--- config.mk ---
export PLATFORM = sky130hd
export DESIGN_NAME = pc_fetch
export DESIGN_NICKNAME = d
export VERILOG_FILES = /design/src/rtl/pc_fetch_pkg.sv /design/src/rtl/pc_fetch_next.sv /design/src/rtl/pc_fetch.sv
export SDC_FILE = /design/constraint.sdc
export NUM_CORES = 1
export LEC_CHECK = 0
export CORE_MARGIN = 4
export CORE_UTILIZATION = 51
export CTS_BUF_LIST = sky130_fd_sc_hd__clkbuf_4 sky130_fd_sc_hd__clkbuf_8
export DETAILED_ROUTE_END_ITERATION = 8
export PLACE_DENSITY = 0.88
export SYNTH_ARGS = -nofsm -noshare
export SYNTH_HDL_FRONTEND = slang
export SYNTH_SLANG_ARGS = --single-unit
--- constraint.sdc ---
create_clock -name clk -period 3 [get_ports clk]
set_clock_uncertainty 0.1 [all_clocks]
set_input_delay 0.6 -clock clk [delete_from_list [all_inputs] [get_ports clk]]
set_output_delay 0.6 -clock clk [all_outputs]
set_load 0.02 [all_outputs]
--- src/rtl/pc_fetch_pkg.sv ---
// Shared constants and state encoding for the instruction fetch stage.
package pc_fetch_pkg;

  localparam int unsigned WORD_DEF = 64;
  localparam int unsigned INST_W   = 32;
  localparam int unsigned PC_INC   = 4;

  typedef enum logic [1:0] {
    ST_IDLE = 2'd0,
    ST_REQ  = 2'd1,
    ST_DROP = 2'd2,
    ST_HOLD = 2'd3
  } fetch_state_e;

endpackage

--- src/rtl/pc_fetch_next.sv ---
// Next fetch PC select: sequential pc+4 or word-aligned redirect target.
module pc_fetch_next
  import pc_fetch_pkg::*;
#(
  parameter int unsigned WORD = WORD_DEF
) (
  input  logic [WORD-1:0] pc,
  input  logic            redirect,
  input  logic [WORD-1:0] redirect_pc,
  output logic [WORD-1:0] next_pc_c
);

  // Redirect targets have their low two bits cleared; increment wraps naturally.
  assign next_pc_c = redirect ? (redirect_pc & ~WORD'(2'b11))
                              : (pc + WORD'(PC_INC));

endmodule

--- src/rtl/pc_fetch.sv ---
// Instruction fetch stage: issues imem reads, squashes on redirect,
// holds the fetched instruction until decode accepts it.
module pc_fetch
  import pc_fetch_pkg::*;
#(
  parameter int unsigned      WORD     = WORD_DEF,
  parameter logic [WORD-1:0]  RESET_PC = '0
) (
  input  logic              clk,
  input  logic              rst_n,
  input  logic              redirect_i,
  input  logic [WORD-1:0]   redirect_pc_i,
  output logic              imem_req_o,
  output logic [WORD-1:0]   imem_addr_o,
  input  logic              imem_ack_i,
  input  logic [INST_W-1:0] imem_rdata_i,
  output logic              inst_valid_o,
  input  logic              inst_ready_i,
  output logic [INST_W-1:0] inst_o,
  output logic [WORD-1:0]   inst_pc_o
);

  fetch_state_e      state_q, state_d;
  logic [WORD-1:0]   pc_q, pc_d;
  logic [WORD-1:0]   addr_q, addr_d;
  logic              req_q, req_d;
  logic              valid_q, valid_d;
  logic [INST_W-1:0] inst_q, inst_d;
  logic [WORD-1:0]   inst_pc_q, inst_pc_d;
  logic [WORD-1:0]   next_pc_c;

  pc_fetch_next #(.WORD(WORD)) u_next (
    .pc          (pc_q),
    .redirect    (redirect_i),
    .redirect_pc (redirect_pc_i),
    .next_pc_c   (next_pc_c)
  );

  // State and output registers; the outstanding address lives in addr_q,
  // separate from pc_q, so a redirect cannot disturb an in-flight request.
  always_ff @(posedge clk or negedge rst_n) begin
    if (!rst_n) begin
      state_q   <= ST_IDLE;
      pc_q      <= RESET_PC;
      addr_q    <= '0;
      req_q     <= 1'b0;
      valid_q   <= 1'b0;
      inst_q    <= '0;
      inst_pc_q <= '0;
    end else begin
      state_q   <= state_d;
      pc_q      <= pc_d;
      addr_q    <= addr_d;
      req_q     <= req_d;
      valid_q   <= valid_d;
      inst_q    <= inst_d;
      inst_pc_q <= inst_pc_d;
    end
  end

  // Next-state, PC update and registered-output precompute.
  always_comb begin
    state_d   = state_q;
    pc_d      = pc_q;
    addr_d    = addr_q;
    inst_d    = inst_q;
    inst_pc_d = inst_pc_q;
    req_d     = 1'b0;
    valid_d   = 1'b0;

    case (state_q)
      ST_IDLE: begin
        state_d = ST_REQ;
        if (redirect_i) pc_d = next_pc_c;
      end
      ST_REQ: begin
        if (imem_ack_i && redirect_i) begin
          pc_d = next_pc_c;
        end else if (imem_ack_i) begin
          inst_d    = imem_rdata_i;
          inst_pc_d = pc_q;
          pc_d      = next_pc_c;
          state_d   = ST_HOLD;
        end else if (redirect_i) begin
          pc_d    = next_pc_c;
          state_d = ST_DROP;
        end
      end
      ST_DROP: begin
        if (redirect_i) pc_d = next_pc_c;
        if (imem_ack_i) state_d = ST_REQ;
      end
      ST_HOLD: begin
        if (redirect_i) begin
          pc_d    = next_pc_c;
          state_d = ST_REQ;
        end else if (inst_ready_i) begin
          state_d = ST_REQ;
        end
      end
      default: state_d = ST_IDLE;
    endcase

    if (state_d == ST_REQ) addr_d = pc_d;
    req_d   = (state_d == ST_REQ) || (state_d == ST_DROP);
    valid_d = (state_d == ST_HOLD);
  end

  assign imem_req_o   = req_q;
  assign imem_addr_o  = addr_q;
  assign inst_valid_o = valid_q;
  assign inst_o       = inst_q;
  assign inst_pc_o    = inst_pc_q;

endmodule

==> qor.yml <==
outcome:
  status: "completed"
yosys:
  synth_area_um2: 10100
  synth_cells: 993
  synth-xor-area-share_pct: 1.55
  async_flop_share_pct: 100
  yosysSeqAreaShare_pct: 56.3
  synth_edf_count: 0
  synthMuxAreaShare_pct: 12.1
  synth_top_family_by_area: "simple AND/OR/NAND/NOR gates"
  avgSynthCellArea_um2: 10.2
  synth.ff_latch_count: 228
  synth_simple_gate_area_share_pct: 22.6
  synth_compound_area_share_pct: 4.49
  ys_types: 45
  synth_warnings: 0
  synthesis.nets: 1097
  synth_flop_cell: "dfrtp_1"
  synth_adder_area_share_pct: 0.370
detailed_routing:
  ant_nets: 0
  dr.pass1.iters: 5
  routed_wl_mm: 30.1
  dr_total_vias: 8705
  first_iter_violations: 574
  wl_per_cell_um: 19.2
  viasPerCell: 5.55
  drc: 0
cells_and_area:
  area_growth_pct: 38.2
  fin_util_pct: 71.7
  drive_gt1_share_pct: 15.3
  final_common_cell: "nand2_1"
  final_cell_mix: "nand2_1, clkdlybuf4s50_1, dfrtp_1"
  num-nets-final: 1379
die:
  core_um2: 19500
  die-area_um2: 22200
  dieHeight_um: 149
  die_w_um: 149
  pin_count: 263
  std_cell_rows: 51
  start_util_pct: 51.9
clock_tree:
  clock_sinks: 228
  clk_pin_slew_ps: 70
  cts_htree_levels: 2
  clk_path_buf_depth: 3
  cts_resized: 0
  cts_tree: "done"
  root_buffer: "clkbuf_8"
  cts_made_buffers: 38
  post_cts_buffers: 0
  clk_latency_ps: 520
worst_setup_path:
  crit_slowest_cell: "dfrtp_1"
  cp_top_family: "simple AND/OR/NAND/NOR gates"
  worst-setup-path-type: "flop to flop"
  crit_top_cell: "buf_4"
  crit_buf_inv: 2
  cp_max_fo: 10
  end_kind: "flop"
  start_kind: "flop"
  required_ps: 3300
  max_stage_delay_ps: 450
  critical_path.cell_chain: "and3_1 -> nand4_4 -> buf_4 -> nor4_1 -> buf_4 -> nand2_1 -> mux2i_1 -> mux2_2"
  worstPathArrival_ps: 3020
place:
  io_buffers: 260
  routabilityCongestion: 0.946
  hpwl_mm: 21.2
  pre_cts_ws_ps: -111
global_route:
  grt_max_degree: 78
  grt_pass1_vias: 8863
  overflow: 0
  gr-usage-all-layers_pct: 27.0
  antenna_found_initial: 1
  grt_pass1_wl_mm: 47.7
sta:
  slew_violations: 0
  setup_viol: 0
  max_freq_ghz: 0.368
  hold_viol_final: 0
  setup_ws_ps: 283
  period_needed_ps: 2720
  tns_ps: 0
  tightest_slew_ps: 823
  rsz0062_at_grt: "no"
  timing.final.crit_share_pct: 90.6
  maxSlewHeadroom_pct: 45.1
run:
  drv_cap: 0
power:
  power.share.combinational_pct: 38.4
  pwr-share-seq_pct: 38.5
  p_int_mw: 7.87
  p_leak_nw: 6.40
  power_density_nw_per_um2: 869
  pwr-share-clk_pct: 23.1
  switching_share_pct: 35.4
  power_switching_mw: 4.31
  ir_worst_vdd_uv: 535
min_path:
  hp-class: "flop to flop"
==> routing by layer <==
layer	share of wire (%)	global-route usage [%]	wire, µm
met5	0	0	0
met2	50	45.1	15000
met4	3.5	9.84	1040
met3	8.5	6.84	2580
met1	38	34.3	11500
==> cell usage after synthesis (all sizes together) (10+ instances only) <==
| cell type | n | area [µm²] |
|---|---|---|
| a21oi | 27 | 135 |
| nor2 | 25 | 93.8 |
| a31oi | 18 | 113 |
| xnor2 | 11 | 96.3 |
| and3 | 24 | 150 |
| nor2b | 11 | 68.8 |
| mux2 | 78 | 878 |
| dfrtp | 228 | 5710 |
| clkbuf | 29 | 109 |
| o21ai | 15 | 75.1 |
| nand3 | 25 | 125 |
| nor4 | 11 | 118 |
| and2 | 10 | 62.6 |
| mux2i | 35 | 350 |
| nand4 | 25 | 186 |
| nand2 | 319 | 1200 |
| nor3 | 14 | 80.1 |
| buf | 26 | 111 |
==> per-stage QoR <==
step / hold slack (ps) / power [mW] / instance area, µm² / cells
3_3_place_gp: 339 / 9.25 / 13200 / 1499
4_1_cts: 376 / 12.3 / 14000 / 1568
3_5_place_dp: 361 / 9.41 / 13200 / 1499
2_1_floorplan: 204 / 6.87 / 10100 / 993
6_report: 371 / 12.2 / 14000 / 1569
5_1_grt: 390 / 12.8 / 14000 / 1569
==> layout make-up <==
cell class,count,area [µm²]
Antenna cell,1,2.50
Tap cell,265,332
Multi-Input combinational cell,700,4210
Clock buffer,60,744
Sequential cell,228,5710
Fill cell,1419,5520
Timing Repair Buffer,297,2940
Inverter,10,37.5
Clock inverter,8,43.8
==> power by group through the flow <==
stage	registers (mW)	clock network (mW)	logic (mW)
2_1_floorplan	5.65	0	1.22
3_3_place_gp	4.67	0	4.58
3_5_place_dp	4.71	0	4.70
4_1_cts	4.68	2.86	4.73
5_1_grt	4.80	3.00	4.97
6_report	4.68	2.82	4.68
==> path summary, 6_finish.rpt <==
kind / startpoint / to / slack, ps / depth (start not counted)
setup / recovery: pc_q[10] / imem_addr_o[49] / 280 / 8
hold / removal: inst_o[13] / inst_o[13] / 370 / 2
setup reg to reg: pc_q[10] / imem_addr_o[49] / 280 / 8
hold reg to reg: inst_o[13] / inst_o[13] / 370 / 2
max in group asynchronous: rst_n / inst_o[11] / 1480 / 3
min in group asynchronous: rst_n / imem_addr_o[34] / 550 / 2
==> timing repair <==
action	CTS	global route
endpoints found under the hold margin	72	0
hold buffers	1	0
endpoints found under the setup margin	0	0
==> worst register-to-register path, cell delays in order (launching register included) <==
cell and delay [ps]:
dfrtp_1 450, and3_1 450, nand4_4 210, buf_4 240
nor4_1 450, buf_4 200, nand2_1 70, mux2i_1 130
mux2_2 280
==> kinds of logic after synthesis <==
group	after synthesis
simple gates	489
flops	228
mux	113
compound gates	77
buf+inv	65
xor+xnor	18
fa+ha+maj	3
==> sequential cells by signal (all words and copies together) (netlist names) <==
signal and cells:
inst_valid_o 1, inst_pc_o 64, state_q 2, imem_req_o 1, inst_o 32, imem_addr_o 64
pc_q 64
No activity file was read; power rests on OpenSTA's default activity.
==> RTL change: new RTL, same flow settings <==
Set the package constant `WORD_DEF` to 128 (it was 64).
--- a/src/rtl/pc_fetch_pkg.sv
+++ b/src/rtl/pc_fetch_pkg.sv
@@ -1,7 +1,7 @@
 // Shared constants and state encoding for the instruction fetch stage.
 package pc_fetch_pkg;
 
-  localparam int unsigned WORD_DEF = 64;
+  localparam int unsigned WORD_DEF = 128;
   localparam int unsigned INST_W   = 32;
   localparam int unsigned PC_INC   = 4;
 
Interface: changed (resized imem_addr_o, inst_pc_o and redirect_pc_i); port bits go from 263 to 455. No check against the original RTL was run, so the function may have changed too.
==> RTL change against the original RTL <==
Power rose by 87%. Synthesized area rose by 88%. Critical endpoint is now imem_addr_o[127]. Sequential cell count rose by 192. Critical path depth fell by 2. Routed wire length rose by 120%. Global-route usage rose by 5.3 points. Cell area rose by 88%. Worst setup slack got worse by 220 ps. Fmax fell by 7.5%. Clock power rose by 87%.
==> RTL change: results (changes against the original RTL) <==
Clock network
  • Clk Latency, worst-skew pair: 610 ps (was 520 ps)
  • CTS buffer count: 69 (was 38)
  • Htree depth: 3 (was 2)

Route
  • WL met3: 6020 microns (was 2580 microns)
  • Top layer used by detailed routing: met5 (was met4)

Power and ir drop
  • Sw Ratio: 0.359 (was 0.354)
  • Seq. pwr: 0.00869 W (was 0.00468 W)
  • Leakage: 12.2 nW (was 6.40 nW)

Finish
  • Layout Cells excl Fill: 2,878 (was 1,569)
  • Final nets: 2,527 (was 1,379)

Logic synthesis
  • Post-synth net total: 1,981 (was 1,097)
  • Post-synthesis sequential area ratio: 0.552 (was 0.563)
  • Synth unique cells: 60 (was 45)

Critical path
  • Worst Path Arrival: 3320 ps (was 3020 ps)
  • CP peak stage delay: 750 ps (was 450 ps)
  • FF-to-FF path depth: 6 (was 8)

Status
  • Status: finished, final reports clean (unchanged)

STA
  • Fin Hold WS: 369 ps (was 371 ps)

Place
  • Hpwl dp: 47,400 microns (was 21,200 microns)
  • Placed Area: 0.0248 sq mm (was 0.0132 sq mm)
  • Routability cong.: 0.899 (was 0.946)

Global route
  • All-layer global routing usage: 0.323 (was 0.270)
  • First-pass GRT wire length: 103,000 microns (was 47,700 microns)
  • Global Route met3 Usage: 0.0856 (was 0.0684)
  • Grt met1 use: 0.412 (was 0.343)
  • Largest net degree at the start of global routing: 150 (was 78)
## RTL change: changes by cell type in the layout (fill, tap and decap cells not counted), moves of 22 or more
cell	change
buf_4	+65
nand4_1	+56
mux2_2	+57
clkbuf_8	+42
nand2_1	+209
mux2i_1	+121
nand3_1	+34
dfrtp_1	+192
nor2_1	+22
clkdlybuf4s50_1	+192
## RTL change: kinds of logic after synthesis
kind of cell,synth area share
buf+inv,0.0224
xor+xnor,0.0101
simple gates,0.221
compound gates,0.0302
fa+ha+maj,0.00197
mux,0.162
flops,0.552
## RTL change: area by class of cell
type	count	area (sq um)
fillers	2499	10400
inverters	17	63.8
well taps	468	586
diodes	5	12.5
repair buffers	564	5540
clock buffers	110	1380
multi-input cells	1287	8170
clock inverters	7	60.1
flip-flops and latches	420	10500
## RTL change: worst reg2reg max path: stages (launching register included)
cell,delay [ps]
dfrtp_1,560
and3_1,340
nand4_1,340
nor4_1,750
nand4_1,250
mux2i_1,190
mux2_2,280
